`src/rtl/rv32i_pkg.sv`:
```
// RV32I decode constants: base opcodes, immediate format selector, canonical NOP.
// Latency: none (declarations only).
// Backpressure: not applicable.
//
// Shared by decode_stage and imm_gen.
package rv32i_pkg;

    localparam logic [6:0] OPC_LUI      = 7'b0110111;
    localparam logic [6:0] OPC_AUIPC    = 7'b0010111;
    localparam logic [6:0] OPC_JAL      = 7'b1101111;
    localparam logic [6:0] OPC_JALR     = 7'b1100111;
    localparam logic [6:0] OPC_BRANCH   = 7'b1100011;
    localparam logic [6:0] OPC_LOAD     = 7'b0000011;
    localparam logic [6:0] OPC_STORE    = 7'b0100011;
    localparam logic [6:0] OPC_OP_IMM   = 7'b0010011;
    localparam logic [6:0] OPC_OP       = 7'b0110011;
    localparam logic [6:0] OPC_MISC_MEM = 7'b0001111;
    localparam logic [6:0] OPC_SYSTEM   = 7'b1110011;

    typedef enum logic [2:0] {
        IMM_NONE,
        IMM_I,
        IMM_S,
        IMM_B,
        IMM_U,
        IMM_J
    } imm_fmt_e;

    // addi x0,x0,0
    localparam logic [31:0] NOP = 32'h0000_0013;

endpackage

```
`src/rtl/imm_gen.sv`:
```
// RV32I immediate extraction and sign extension for all base formats.
// Latency: purely combinational.
// Backpressure: none; output follows the inputs.
//
// Ports:
//   instr  in  32  instruction word
//   fmt    in      immediate format selector (IMM_NONE yields zero)
//   imm    out 32  sign-extended immediate
module imm_gen
    import rv32i_pkg::*;
(
    input  logic [31:0] instr,
    input  imm_fmt_e    fmt,
    output logic [31:0] imm
);

    // The opcode field carries no immediate bits.
    logic unused_opc;
    assign unused_opc = ^instr[6:0];

    always_comb begin
        imm = 32'd0;
        case (fmt)
            IMM_I: imm = {{20{instr[31]}}, instr[31:20]};
            IMM_S: imm = {{20{instr[31]}}, instr[31:25], instr[11:7]};
            IMM_B: imm = {{19{instr[31]}}, instr[31], instr[7], instr[30:25], instr[11:8], 1'b0};
            IMM_U: imm = {instr[31:12], 12'd0};
            IMM_J: imm = {{11{instr[31]}}, instr[31], instr[19:12], instr[20], instr[30:21], 1'b0};
            default: imm = 32'd0;
        endcase
    end

endmodule

```
`src/rtl/decode_stage.sv`:
```
// RV32I decode pipeline stage: holds one instruction, drives RF read addresses, decodes fields.
// Latency: instruction accepted at edge N is presented on id_*/rf_raddr* during cycle N+1.
// Backpressure: valid/ready both sides; accept and issue in one cycle gives 1 instr/cycle.
//
// Optional macro DECODE_SCOREBOARD_EN: adds a busy-register scoreboard that holds
// id_valid low while a source register has an in-flight write.
// Ports: clk, rst (async, active high); fetch side if_valid/if_ready/if_instr/if_pc;
// flush; rf_raddr1/2; execute side id_valid/id_ready and decoded id_* fields;
// writeback wb_we/wb_waddr (scoreboard only).
module decode_stage
    import rv32i_pkg::*;
#(
    parameter int          XLEN      = 32,
    parameter logic [31:0] NOP_INSTR = NOP
) (
    input  logic            clk,
    input  logic            rst,
    input  logic            if_valid,
    output logic            if_ready,
    input  logic [31:0]     if_instr,
    input  logic [XLEN-1:0] if_pc,
    input  logic            flush,
    output logic [4:0]      rf_raddr1,
    output logic [4:0]      rf_raddr2,
    output logic            id_valid,
    input  logic            id_ready,
    output logic [XLEN-1:0] id_pc,
    output logic [6:0]      id_opcode,
    output logic [2:0]      id_funct3,
    output logic            id_funct7b5,
    output logic [4:0]      id_rd,
    output logic            id_we,
    output logic [31:0]     id_imm,
    output logic            id_illegal,
    input  logic            wb_we,
    input  logic [4:0]      wb_waddr
);

    logic            valid_q;
    logic [31:0]     instr_q;
    logic [XLEN-1:0] pc_q;
    logic            stall;
    logic            accept;
    logic            issue;

    imm_fmt_e fmt;
    logic     use_rs1;
    logic     use_rs2;
    logic     writes_rd;
    logic     legal;

    // Every listed opcode ends in 2'b11, so matching the full 7 bits also
    // rejects compressed encodings.
    always_comb begin
        fmt       = IMM_NONE;
        use_rs1   = 1'b0;
        use_rs2   = 1'b0;
        writes_rd = 1'b0;
        legal     = 1'b1;
        case (instr_q[6:0])
            OPC_LUI, OPC_AUIPC: begin fmt = IMM_U; writes_rd = 1'b1; end
            OPC_JAL:            begin fmt = IMM_J; writes_rd = 1'b1; end
            OPC_JALR:           begin fmt = IMM_I; writes_rd = 1'b1; use_rs1 = 1'b1; end
            OPC_BRANCH:         begin fmt = IMM_B; use_rs1 = 1'b1; use_rs2 = 1'b1; end
            OPC_LOAD:           begin fmt = IMM_I; writes_rd = 1'b1; use_rs1 = 1'b1; end
            OPC_STORE:          begin fmt = IMM_S; use_rs1 = 1'b1; use_rs2 = 1'b1; end
            OPC_OP_IMM:         begin fmt = IMM_I; writes_rd = 1'b1; use_rs1 = 1'b1; end
            OPC_OP:             begin writes_rd = 1'b1; use_rs1 = 1'b1; use_rs2 = 1'b1; end
            OPC_MISC_MEM:       ;
            OPC_SYSTEM:         fmt = IMM_I;
            default:            legal = 1'b0;
        endcase
    end

    imm_gen u_imm_gen (
        .instr (instr_q),
        .fmt   (fmt),
        .imm   (id_imm)
    );

    assign rf_raddr1   = use_rs1 ? instr_q[19:15] : 5'd0;
    assign rf_raddr2   = use_rs2 ? instr_q[24:20] : 5'd0;
    assign id_pc       = pc_q;
    assign id_opcode   = instr_q[6:0];
    assign id_funct3   = instr_q[14:12];
    assign id_funct7b5 = instr_q[30];
    assign id_rd       = instr_q[11:7];
    assign id_illegal  = !legal;
    assign id_we       = legal && writes_rd && (instr_q[11:7] != 5'd0);

    assign id_valid = valid_q && !stall;
    assign if_ready = !flush && (!valid_q || (id_ready && !stall));
    assign accept   = if_valid && if_ready;
    // A flushed instruction is squashed, so it never counts as issued.
    assign issue    = id_valid && id_ready && !flush;

    always_ff @(posedge clk or posedge rst) begin
        if (rst) begin
            valid_q <= 1'b0;
            instr_q <= NOP_INSTR;
            pc_q    <= '0;
        end else if (flush) begin
            valid_q <= 1'b0;
            instr_q <= NOP_INSTR;
        end else if (accept) begin
            valid_q <= 1'b1;
            instr_q <= if_instr;
            pc_q    <= if_pc;
        end else if (issue) begin
            valid_q <= 1'b0;
        end
    end

`ifdef DECODE_SCOREBOARD_EN
    logic [31:0] busy_q;
    logic [31:0] busy_d;

    // Clear first so a same-cycle set on the same register wins.
    always_comb begin
        busy_d = busy_q;
        if (wb_we)
            busy_d[wb_waddr] = 1'b0;
        if (issue && id_we)
            busy_d[id_rd] = 1'b1;
        busy_d[0] = 1'b0;
    end

    always_ff @(posedge clk or posedge rst) begin
        if (rst)
            busy_q <= '0;
        else
            busy_q <= busy_d;
    end

    assign stall = valid_q && (busy_q[rf_raddr1] || busy_q[rf_raddr2]);
`else
    logic unused_wb;
    assign unused_wb = wb_we ^ (^wb_waddr);
    assign stall     = 1'b0;
`endif

endmodule
```
`config.mk`:
```
export PLATFORM = sky130hd
export DESIGN_NAME = decode_stage
export DESIGN_NICKNAME = d
export VERILOG_FILES = /design/src/rtl/rv32i_pkg.sv /design/src/rtl/imm_gen.sv /design/src/rtl/decode_stage.sv
export SDC_FILE = /design/constraint.sdc
export NUM_CORES = 1
export LEC_CHECK = 0
export CORE_MARGIN = 3
export CORE_UTILIZATION = 40
export DETAILED_ROUTE_END_ITERATION = 6
export MAX_ROUTING_LAYER = met4
export PLACE_DENSITY = 0.8
export SLEW_MARGIN = 20
export SYNTH_ARGS = -nofsm -noshare
export SYNTH_HDL_FRONTEND = slang
export SYNTH_SLANG_ARGS = --single-unit
```
`constraint.sdc`:
```
create_clock -name clk -period 2.6 [get_ports clk]
set_input_delay 0.65 -clock clk [delete_from_list [all_inputs] [get_ports clk]]
set_output_delay 0.65 -clock clk [all_outputs]
set_load 0.05 [all_outputs]
```
==> flow_metrics.py, run 1 <==
metrics = {
    "timing": {
        "skew_ps": 13.0,
        "setup_violations": 21,
        "holdWs_ps": 509,
        "hold_viol": 0,
        "max_freq_mhz": 372,
        "rsz0062_at_grt": "true",
        "slew_headroom_pct": 63.9,
        "finalCritPeriodShare_pct": 103,
        "min_period_ps": 2690,
        "report.final.slew_viol_count": 0,
        "worst_pin_slew_ps": 540,
        "worst_slack_ps": -89.4,
    },
    "logic_synthesis": {
        "synthArstFlopShare_pct": 100,
        "synth_top_family_by_area": "simple AND/OR/NAND/NOR gates",
        "synthMuxAreaShare_pct": 10.6,
        "postSynthCellCount": 326,
        "ys_ff_latch": 65,
        "yosys_warnings": 0,
        "syn-cell-area_um2": 3400,
        "yosys_most_used_dff": "dfrtp_1",
        "synthSimpleGateAreaFrac_pct": 19.0,
        "synth-edff-count": 0,
        "synth_fp_nets": 401,
        "yosys.area_share.adder_pct": 0,
        "synthXorXnorAreaFrac_pct": 0.257,
        "synth.avg_cell_area_um2": 10.4,
        "yosysSeqAreaShare_pct": 47.9,
        "ys_types": 42,
        "synth_compound_area_share_pct": 15.1,
    },
    "routing": {
        "vias": 3017,
        "drc": 0,
        "ant_nets": 0,
        "routedWlPerCell_um": 17.0,
        "drt_wl_total_um": 10100,
        "drt_iter0_markers": 84,
        "drt_first_pass_iters": 4,
        "viasPerCell": 5.08,
    },
    "power": {
        "ir_drop_v": 0.000651,
        "p_leak_nw": 2.58,
        "power.density_nw_per_um2": 603,
    },
    "worst_setup_path": {
        "worst_setup_path_end_kind": "output pin",
        "worstPathRequired_ps": 1950,
        "crit_type": "flip-flop to output pin",
        "cp_max_fo": 11,
        "worstPathArrival_ps": 2040,
        "startpoint_type": "flip-flop",
    },
    "global_route": {
        "track_usage_pct": 21.4,
        "overflow": 0,
        "grt_antenna_before_repair": 0,
        "grt_max_degree": 66,
        "grt_pass1_wl_um": 15900,
        "grt_pass1_vias": 3214,
    },
    "layout": {
        "mostFrequentLayoutCell": "clkdlybuf4s50_1",
        "design_area_um2": 5890,
        "instances_no_fill": 594,
        "drive_gt1_share_pct": 29.7,
        "final_cell_mix": "clkdlybuf4s50_1 (116), dfrtp_1 (59), buf_12 (50), nand2_1 (35), mux2_2 (32)",
        "nNetsFinal": 559,
        "syn_to_final_growth_pct": 73.1,
        "num_antenna_cells": 0,
        "fillers": 578,
    },
    "die": {
        "die_width_um": 98.2,
        "ios": 169,
        "coreArea_um2": 8260,
        "start_util_pct": 41.2,
        "dieArea_um2": 9650,
        "dieHeight_um": 98.2,
        "rows": 33,
    },
    "clock_network": {
        "clkSinkCount": 65,
        "clk_pin_slew_worst_paths_ps": 80,
        "htree_num_levels": 3,
        "postCtsHoldBufs": 0,
        "clockBufferDepth": 2,
        "worst_skew_pair.late_latency_ps": 340,
        "cts_tree": "done",
        "cts_root_buffer": "clkbuf_8",
        "numCtsBuffers": 9,
    },
    "status": {
        "violations": "negative setup slack",
        "status": "finished, violations left",
    },
    "placed_design": {
        "dpl.hpwl_um": 7320,
        "gp_congestion": 0.873,
        "dp.cells": 567,
        "portBuffers": 162,
        "placed_area_um2": 5500,
    },
    "min_path": {
        "hp-class": "flip-flop to flip-flop",
    },
    "job": {
        "cap_violations": 0,
    },
}
## final timing paths
check	cells past startpoint	startpoint	slack, ps	to
setup / recovery	7	instr_q[4]	-90	id_imm[25]
hold / removal	1	id_pc[11]	510	id_pc[11]
setup reg to reg	4	id_valid	930	id_pc[10]
hold reg to reg	1	id_pc[11]	510	id_pc[11]
max in group asynchronous	3	rst	1580	instr_q[4]
min in group asynchronous	3	rst	710	id_pc[20]
## logic make-up after synthesis
kind of cell           count (synthesis)
AND/OR/NAND/NOR                      113
flip-flops                            65
AO/OA/AOI/OAI                         76
multiplexers                          32
buffers and inverters                 39
XOR/XNOR                               1
## where the power goes
group          internal, mW  switching, mW  total, mW
clock                 0.451          0.425      0.876
sequential             1.13         0.0902       1.22
combinational         0.624          0.830       1.45
total                  2.21           1.34       3.55
## final cells by class
| type | instances | area (um2) | area share [%] |
|---|---|---|---|
| clock inverter | 7 | 77.6 | 1.32 |
| timing repair buffer | 184 | 2310 | 39.2 |
| multi-input combinational | 222 | 1610 | 27.3 |
| tap | 105 | 131 | 2.23 |
| inverter | 2 | 7.51 | 0.127 |
| clock buffer | 9 | 124 | 2.10 |
| sequential | 65 | 1630 | 27.7 |
## critical path, stage by stage (launching register included)
cell	delay, ps
dfstp_2	600
buf_12	130
nor2b_4	50
o21bai_4	190
and4bb_1	260
buf_12	150
a21o_1	180
buf_12	150
## cells in the mapped netlist, drive strengths merged (2+ instances only)
library cell  count  share of area (%)
o21bai            3               0.77
nor2b             5               0.92
a21oi             5                1.2
nor3b             4                1.5
a22o              5                1.3
and4bb            2               0.85
nor3              2               0.29
a211o             3               0.77
nand3             2               0.29
and3b             2               0.51
nand2b           29                5.3
buf              31                6.3
nand2            36                4.0
inv               2               0.22
dfstp             3                2.3
o21ai            32                4.7
dfrtp            62                 46
mux2             32                 11
clkbuf            6               0.66
and2             16                2.9
a21o             21                4.6
nor2             11                1.2
## registers in the layout (all words and copies together), names as in the netlist
signal,cells
id_valid,1
instr_q,32
id_pc,32
## what timing repair did
item                                    in CTS  in global routing
gates resized for setup                      8                 17
endpoints found under the setup margin      33                 37
pin swaps                                    5                  5
setup buffers                                7                  4
## metrics by stage
| stage | util (%) | setup TNS, ps | power, mW | setup WS [ps] |
|---|---|---|---|---|
| floorplan | - | 0 | 2.06 | 20.4 |
| global placement | 66.6 | 0 | 2.63 | 196 |
| detailed placement | 66.6 | 0 | 2.65 | 176 |
| CTS | 70.1 | -1180 | 3.56 | -68.8 |
| global route | 71.3 | -3280 | 3.70 | -148 |
| finish | 71.3 | -1410 | 3.55 | -89.4 |
## layer usage
metal,GRT usage [%],up-vias,wire length [um]
met2,36.4,117,5240
li1,-,1417,-
met3,5.57,15,624
met4,7.56,0,186
met5,-,-,0
met1,24.6,1468,4050
(Power assumes the default switching activity.)
==> inputs of run 2 (changes only) <==
--- a/config.mk
+++ b/config.mk
@@ -6,10 +6,11 @@
 export NUM_CORES = 1
 export LEC_CHECK = 0
 export CORE_MARGIN = 3
-export CORE_UTILIZATION = 40
+export CORE_UTILIZATION = 37
 export DETAILED_ROUTE_END_ITERATION = 6
 export MAX_ROUTING_LAYER = met4
-export PLACE_DENSITY = 0.8
+export PLACE_DENSITY = 0.78
+export SKIP_LAST_GASP = 1
 export SLEW_MARGIN = 20
 export SYNTH_ARGS = -nofsm -noshare
 export SYNTH_HDL_FRONTEND = slang
==> constraint.sdc (replaced) <==
create_clock -name clk -period 2.4 [get_ports clk]
set_input_delay 0.6 -clock clk [delete_from_list [all_inputs] [get_ports clk]]
set_output_delay 0.6 -clock clk [all_outputs]
set_load 0.05 [all_outputs]
==> run 2 against run 1 <==
  * The flow still finishes with violations (negative setup slack)
  * Hold slack improved by 0.84 ps
  * Sequential share of layout area is 0.36 points lower
  * Clock power increased by 5.3%
==> flow_metrics.py, run 2 (synthesized netlist as in run 1, its figures left out) <==
metrics = {
    "clock_network": {
        "worst_skew_pair.late_latency_ps": 340,
        "htree_num_levels": 3,
        "cts_root_buffer": "clkbuf_8",
        "clockBufferDepth": 2,
        "clk_pin_slew_worst_paths_ps": 70,
        "clkSinkCount": 65,
        "numCtsBuffers": 9,
        "cts_tree": "done",
    },
    "power": {
        "seq_power_share_pct": 34.7,
        "p_switching_mw": 1.45,
        "p_int_mw": 2.40,
        "p_leak_nw": 2.61,
        "p_comb_share_pct": 41.4,
        "ir_drop_v": 0.000561,
        "p_clk_share_pct": 23.9,
        "power.density_nw_per_um2": 645,
        "switching_share_pct": 37.8,
    },
    "layout": {
        "design_area_um2": 5970,
        "final_util_pct": 67.8,
        "drive_gt1_share_pct": 34.0,
        "mostFrequentLayoutCell": "clkdlybuf4s50_1",
        "multi_input_area_um2": 1650,
        "syn_to_final_growth_pct": 75.5,
        "final_cell_mix": "clkdlybuf4s50_1 (112), dfrtp_1 (58), buf_12 (50), nand2_1 (33), mux2_2 (32)",
        "num_antenna_cells": 0,
        "nNetsFinal": 565,
        "fillers": 663,
        "seq_area_um2": 1640,
        "instances_no_fill": 602,
    },
    "min_path": {
        "worstHoldStart": "id_pc[8]",
        "worstHoldPathCells": 1,
        "hp-class": "flip-flop to flip-flop",
        "min_to": "id_pc[8]",
    },
    "routing": {
        "drt_iter0_markers": 97,
        "drt_first_pass_iters": 4,
        "viasPerCell": 5.06,
        "vias": 3046,
        "drt_wl_total_um": 10600,
        "ant_nets": 0,
        "routedWlPerCell_um": 17.6,
        "drc": 0,
    },
    "status": {
        "status": "finished, violations left",
        "violations": "negative setup slack",
    },
    "timing": {
        "holdWs_ps": 510,
        "finalCritPeriodShare_pct": 108,
        "max_freq_mhz": 384,
        "rsz0062_at_grt": "true",
        "worst_slack_ps": -203,
        "hold_viol": 0,
        "setup_violations": 37,
        "min_period_ps": 2600,
        "slew_headroom_pct": 63.2,
        "report.final.slew_viol_count": 0,
        "skew_ps": 12.0,
        "worst_pin_slew_ps": 551,
    },
    "worst_setup_path": {
        "worstPathArrival_ps": 2000,
        "reg2reg_from": "id_valid",
        "cp_max_fo": 6,
        "reg2reg_slack_ps": 740,
        "worst_setup_path_end_kind": "output pin",
        "r2r_cells": 4,
        "worstPathRequired_ps": 1800,
        "crit_type": "flip-flop to output pin",
        "startpoint_type": "flip-flop",
        "r2r-end": "id_pc[31]",
    },
    "die": {
        "rows": 34,
        "ios": 169,
        "die_width_um": 102,
        "dieHeight_um": 102,
        "coreArea_um2": 8810,
        "dieArea_um2": 10400,
        "start_util_pct": 38.6,
    },
    "placed_design": {
        "dpl.hpwl_um": 7920,
        "preCtsSetupSlack_ps": 113,
        "portBuffers": 162,
        "placed_area_um2": 5590,
        "dp.cells": 579,
        "gp_congestion": 0.901,
    },
    "global_route": {
        "overflow": 0,
        "grt_pass1_wl_um": 16600,
        "grt_antenna_before_repair": 0,
        "grt_pass1_vias": 3316,
        "grt_max_degree": 47,
        "track_usage_pct": 21.4,
    },
    "job": {
        "cap_violations": 0,
    },
}
==> run 2: cell count changes in the layout (fill, tap and decap cells not counted), moves of 2 or more <==
cell and delta:
a22o_1 -2, nand2_1 -2, and2_4 +5, and2_1 -5, inv_6 -2, nand2_2 +2, buf_4 +8, nor3b_2 +2
clkinvlp_4 +2, buf_6 +3, a22o_4 +2, clkdlybuf4s50_1 -4
==> run 2: per-stage QoR <==
step	total power [mW]	setup TNS [ps]
global route	4.01	-8090
floorplan	2.24	-52.8
detailed placement	2.90	0
global placement	2.87	0
finish	3.85	-4550
CTS	3.86	-5060
==> run 2: area by class of cell <==
cell class              count  share of cell area (%)
multi-input cells         222                    27.7
clock inverters             6                    1.17
flip-flops and latches     65                    27.4
well taps                 108                    2.26
inverters                   2                   0.126
repair buffers            190                    39.3
clock buffers               9                    2.07
==> run 2: how the worst max path moves through the flow <==
stage	startpoint	to	slack (ps)	depth (start not counted)
floorplan	instr_q[1]	id_imm[0]	-50	5
global placement	instr_q[1]	id_imm[23]	130	6
detailed placement	instr_q[0]	id_imm[27]	110	6
CTS	instr_q[4]	id_imm[26]	-200	5
global route	instr_q[4]	id_imm[15]	-270	5
finish	instr_q[4]	id_imm[19]	-200	5
==> run 2: worst max-delay path, stage by stage (launching register included) <==
cell and delay [ps]:
dfstp_2 580, or3b_4 410, a21oi_4 190, buf_2 180, a21o_1 170, buf_12 140
==> run 2: power by group through the flow <==
| stage | clock (mW) | sequential [mW] | combinational (mW) |
|---|---|---|---|
| after CTS | 0.944 | 1.33 | 1.58 |
| after global routing | 0.991 | 1.35 | 1.67 |
| final | 0.922 | 1.34 | 1.59 |
| after detailed placement | 0 | 1.35 | 1.55 |
| after floorplan | 0 | 1.66 | 0.580 |
| after global placement | 0 | 1.34 | 1.53 |
==> run 2: routing by layer <==
layer	share of wire [%]	vias to the layer above	routed length, um	GRT usage [%]
met5	0	-	0	-
met4	1.7	0	176	6.26
met3	8.4	16	887	7.65
met2	51	124	5420	35.8
met1	39	1473	4130	24.2
li1	-	1433	-	-
==> run 2: repair_timing <==
| item | in CTS | in global routing |
|---|---|---|
| hold buffers | 0 | 0 |
| resized for setup | 22 | 18 |
| pin swaps | 6 | 13 |
| buffers inserted | 4 | 2 |
| setup endpoints to repair | 44 | 38 |
| gates cloned | 1 | 1 |
